<file path="src/rtl/chunked_adder_n.sv">
// Multi-cycle WIDTH-bit add/subtract unit: CHUNK bits per clock, LSB chunk first,
// carry held between chunks, valid/ready handshakes on both sides.
module chunked_adder_n #(
    parameter int WIDTH = 8,
    parameter int CHUNK = 4
) (
    input  logic             clk,
    input  logic             reset_n,
    input  logic             in_valid,
    output logic             in_ready,
    input  logic [WIDTH-1:0] a,
    input  logic [WIDTH-1:0] b,
    input  logic             c_in,
    input  logic             sub,
    output logic             out_valid,
    input  logic             out_ready,
    output logic [WIDTH-1:0] sum,
    output logic             carry,
    output logic             overflow
);
    localparam int NCHUNK = WIDTH / CHUNK;
    localparam int CW     = (NCHUNK > 1) ? $clog2(NCHUNK) : 1;

    localparam logic [1:0]    IDLE = 2'd0;
    localparam logic [1:0]    CALC = 2'd1;
    localparam logic [1:0]    DONE = 2'd2;
    localparam logic [CW-1:0] LAST = CW'(NCHUNK - 1);

    logic [1:0]                   state_reg;
    logic [CW-1:0]                cnt_reg;
    logic [NCHUNK-1:0][CHUNK-1:0] a_reg;
    logic [NCHUNK-1:0][CHUNK-1:0] b_reg;
    logic [NCHUNK-1:0][CHUNK-1:0] acc_reg;
    logic                         c_reg;
    logic [WIDTH-1:0]             sum_reg;
    logic                         carry_reg;
    logic                         overflow_reg;

    logic [CHUNK-1:0]             chunk_sum;
    logic                         chunk_carry;
    logic [NCHUNK-1:0][CHUNK-1:0] sum_next;
    logic                         overflow_next;

    assign {chunk_carry, chunk_sum} = {1'b0, a_reg[cnt_reg]} + {1'b0, b_reg[cnt_reg]}
                                    + {{CHUNK{1'b0}}, c_reg};

    // Merge the chunk being computed this cycle into the partial result.
    generate
        for (genvar gi = 0; gi < NCHUNK; gi++) begin : g_merge
            assign sum_next[gi] = (cnt_reg == CW'(gi)) ? chunk_sum : acc_reg[gi];
        end
    endgenerate

    // b_reg already holds the inverted operand in subtract mode.
    assign overflow_next = (a_reg[NCHUNK-1][CHUNK-1] == b_reg[NCHUNK-1][CHUNK-1])
                        && (sum_next[NCHUNK-1][CHUNK-1] != a_reg[NCHUNK-1][CHUNK-1]);

    assign in_ready  = (state_reg == IDLE) && reset_n;
    assign out_valid = (state_reg == DONE);
    assign sum       = sum_reg;
    assign carry     = carry_reg;
    assign overflow  = overflow_reg;

    always_ff @(posedge clk) begin
        if (!reset_n) begin
            state_reg    <= IDLE;
            cnt_reg      <= '0;
            a_reg        <= '0;
            b_reg        <= '0;
            acc_reg      <= '0;
            c_reg        <= 1'b0;
            sum_reg      <= '0;
            carry_reg    <= 1'b0;
            overflow_reg <= 1'b0;
        end else begin
            case (state_reg)
                IDLE: begin
                    if (in_valid && in_ready) begin
                        a_reg     <= a;
                        b_reg     <= sub ? ~b : b;
                        c_reg     <= sub | c_in;
                        cnt_reg   <= '0;
                        state_reg <= CALC;
                    end
                end
                CALC: begin
                    acc_reg <= sum_next;
                    c_reg   <= chunk_carry;
                    if (cnt_reg == LAST) begin
                        state_reg    <= DONE;
                        sum_reg      <= sum_next;
                        carry_reg    <= chunk_carry;
                        overflow_reg <= overflow_next;
                    end else begin
                        cnt_reg <= cnt_reg + 1'b1;
                    end
                end
                DONE: begin
                    if (out_ready) state_reg <= IDLE;
                end
                default: state_reg <= IDLE;
            endcase
        end
    end
endmodule
</file>
<file path="config.mk">
export PLATFORM = sky130hd
export DESIGN_NAME = chunked_adder_n
export DESIGN_NICKNAME = d
export VERILOG_FILES = /design/src/rtl/chunked_adder_n.sv
export SDC_FILE = /design/constraint.sdc
export NUM_CORES = 1
export LEC_CHECK = 0
export ABC_CLOCK_PERIOD_IN_PS = 4700
export BUFFER_PORTS_ARGS = -buffer_cell sky130_fd_sc_hd__buf_2
export CAP_MARGIN = 20
export CORE_MARGIN = 2
export CORE_UTILIZATION = 55
export DETAILED_ROUTE_END_ITERATION = 7
export PLACE_DENSITY = 0.87
export SLEW_MARGIN = 30
export SYNTH_ARGS = -nofsm -noshare
export SYNTH_HDL_FRONTEND = slang
export SYNTH_SLANG_ARGS = --single-unit
</file>
<file path="constraint.sdc">
create_clock -name clk -period 4.7 [get_ports clk]
set_input_delay 0.235 -clock clk [delete_from_list [all_inputs] [get_ports clk]]
set_output_delay 0.235 -clock clk [all_outputs]
set_load 0.01 [all_outputs]
</file>
==> out/qor.txt <==
Yosys cell types - 35
DRC - 0
Crit path depth - 7
global-route wire length before repair - 4747 µm
Slew @ Worst Pin - 590.0 ps
crit-path max cell delay - 690 ps
Fmax - 0.3796 GHz
H-tree Lvls - 2
Hold WS - 78.93 ps
Die H - 57.31 µm
CTS Sinks - 34
GRT Util Overall - 18.79%
slowest CP cell - dfxtp_1
clock slew seen by the registers of the worst setup and hold paths - 100 ps
final count of negative-setup-slack endpoints - 0
Die W - 57.31 µm
Worst slew margin - 60.66%
global route hottest layer - met2
crit-path cells - mux2_2, fa_1, fa_1, a21o_1, a21oi_1, nor2_1, o21a_1
Initial Utilization - 57.16%
share of the synthesized area in the top cell type - 43.55%
final hold vios - 0
Fill cells - 237
yosys warns - 0
vias in the first global route - 1158
most frequent cells in the layout - nand2_1 (35), dfxtp_1 (34), buf_2 (33)
Top delay family on crit path - adder cells
# resized after CTS - 0
Synth area leaders - dfxtp_1 (44%), nand2_1 (8.4%), nand3_1 (5.8%), mux2_2 (5.8%), xnor2_1 (4.5%)
Syn Nets - 208
CTS Buf Count - 5
LEAKAGE - 0.8045 nW
initial antenna violation count - 0
startpoint types - flop
Setup Fix Bufs, Post-CTS - 0
final antenna-violating net count - 0
most common cell type on the critical path - fa_1
Crit Path Class - flop to flop
outcome - finished, final reports clean
# nets final - 237
post-layout min period - 2634 ps
layout cells sized above 1 - 23.70%
DR vias/cell - 5.331
Worst Hold Depth - 3
Avg WL per Cell - 11.35 µm
num rows - 19
Synth Register Bits - 34
CP max FO - 16
Max IR drop VDD - 0.2964 mV
Routed WL - 2746 µm
core footprint - 2734 µm²
Crit path required time - 4930 ps
vias post-DR - 1290
r2r worst-path depth - 7
routability congestion estimate - 0.7442
DRT Pass-1 Iters - 4
max-cap viol count - 0
met2 Usage GRT - 33.00%
CTS Root Cell - clkbuf_4
GRT overflow - 0
commonest non-fill, non-tap cell in the layout - nand2_1
TNS Setup - 0 ps
GR Layer Usage met1 - 21.36%
Seq/Total Area, Yosys - 43.55%
Ports - 34
TritonCTS clock tree - built
Post-Syn Area per Cell - 8.634 µm²
PortBufs - 33
RSZ-0062 raised after global routing - false
Mapped Cells - 181
hold buffers post-CTS - 0
Cell Area, Synth - 1563 µm²
1st-iter DRT viols - 12
CTS Buffer Depth - 2
total power - 0.5749 mW
antenna cells - 0
period utilization - 56.04%
Syn-to-layout area delta - 14.17%
dominant cell type by area after synthesis - dfxtp_1
WP buf/inv - 0
die area - 3284 µm²
CP Capture Type - flop
M3 GR Usage - 4.762%
PwrDens - 322.2 nW/µm²
Final Slew Violations - 0
clk_skew - 9.739 ps
Worst Hold Class - primary input to flop
largest net degree at the start of global routing - 39
HPWL after detailed placement - 2024 µm
crit path DAT - 2870 ps
Clock Latency Late Sink - 330 ps
[cell type report]
cell class	instances	area, µm²	share of cell area, %
Multi-Input combinational cell	132	817.0	45.79
Clock inverter	1	5.005	0.2805
Sequential cell	34	680.7	38.15
Timing Repair Buffer	35	180.2	10.10
Tap cell	31	38.79	2.174
Clock buffer	7	55.05	3.086
Inverter	2	7.507	0.4208
[cell families after synthesis]
| family | count (synthesis) | synth area share, % |
|---|---|---|
| adder cells (fa/ha/maj) | 5 | 4.964 |
| buffers and inverters | 15 | 4.164 |
| AO/OA/AOI/OAI | 33 | 13.13 |
| flip-flops | 34 | 43.55 |
| multiplexers | 9 | 6.405 |
| AND/OR/NAND/NOR | 76 | 22.74 |
| XOR/XNOR | 9 | 5.044 |
[worst reg2reg max path: cells and delay by family, from the launching register on]
kind	cells	cell delay, ps
and+or+nand+nor	1	60
AOI/OAI and AO/OA	3	540
adders and majority gates	2	840
muxes	1	410
DFF	1	690
[synthesized netlist by cell type]
cell / instances
nand2b_1: 2
and3_1: 1
nor4bb_1: 1
dfxtp_1: 34
o21a_1: 2
fa_1: 2
or2_1: 1
a21o_1: 1
o21ai_1: 3
nor3b_1: 1
o21ai_0: 11
o211a_1: 1
a21oi_1: 3
nand3_1: 18
a31oi_1: 1
nand2_1: 35
xor2_1: 1
mux2_2: 8
a21boi_1: 6
nor3_1: 3
xnor2_1: 8
mux2i_1: 1
and2_1: 1
inv_1: 2
nand4bb_1: 1
clkbuf_1: 8
buf_4: 1
a21boi_0: 3
nor2_1: 7
buf_2: 4
o211ai_1: 1
ha_1: 3
o22ai_1: 1
nor2b_1: 4
or4_1: 1
[routing by layer]
layer / vias to the layer above / part of all wire [%]
met4: 0 / 1.9
met2: 29 / 48
met5: - / 0
met3: 7 / 3.9
met1: 586 / 47
li1: 668 / -
[path summary, 6_finish.rpt]
path / startpoint / to / slack [ps]
min reg2reg: acc_reg[0]$_SDFFE_PN0P_ / sum[0]$_SDFFE_PN0P_ / 460
max: cnt_reg$_SDFFE_PN0P_ / c_reg$_SDFFE_PN0P_ / 2070
max reg2reg: cnt_reg$_SDFFE_PN0P_ / c_reg$_SDFFE_PN0P_ / 2070
min: a[4] / a_reg[4]$_SDFFE_PN0P_ / 80
[stage by stage]
| stage | utilization [%] | cell area, µm² | setup WS (ps) | std cells |
|---|---|---|---|---|
| after floorplan | - | 1563 | 2133 | 181 |
| after global placement | 63.07 | 1724 | 2145 | 234 |
| after detailed placement | 63.07 | 1724 | 2085 | 234 |
| after CTS | 65.26 | 1784 | 2073 | 242 |
| after global routing | 65.26 | 1784 | 1904 | 242 |
| final | 65.26 | 1784 | 2066 | 242 |
[report_power, final]
group / leakage, nW / switching (mW) / internal [mW] / total [mW]
logic: 0.491 / 0.0461 / 0.0436 / 0.0897
clock network: 0.0353 / 0.0918 / 0.0725 / 0.164
registers: 0.278 / 0.0142 / 0.307 / 0.321
(Power assumes the default switching activity.)
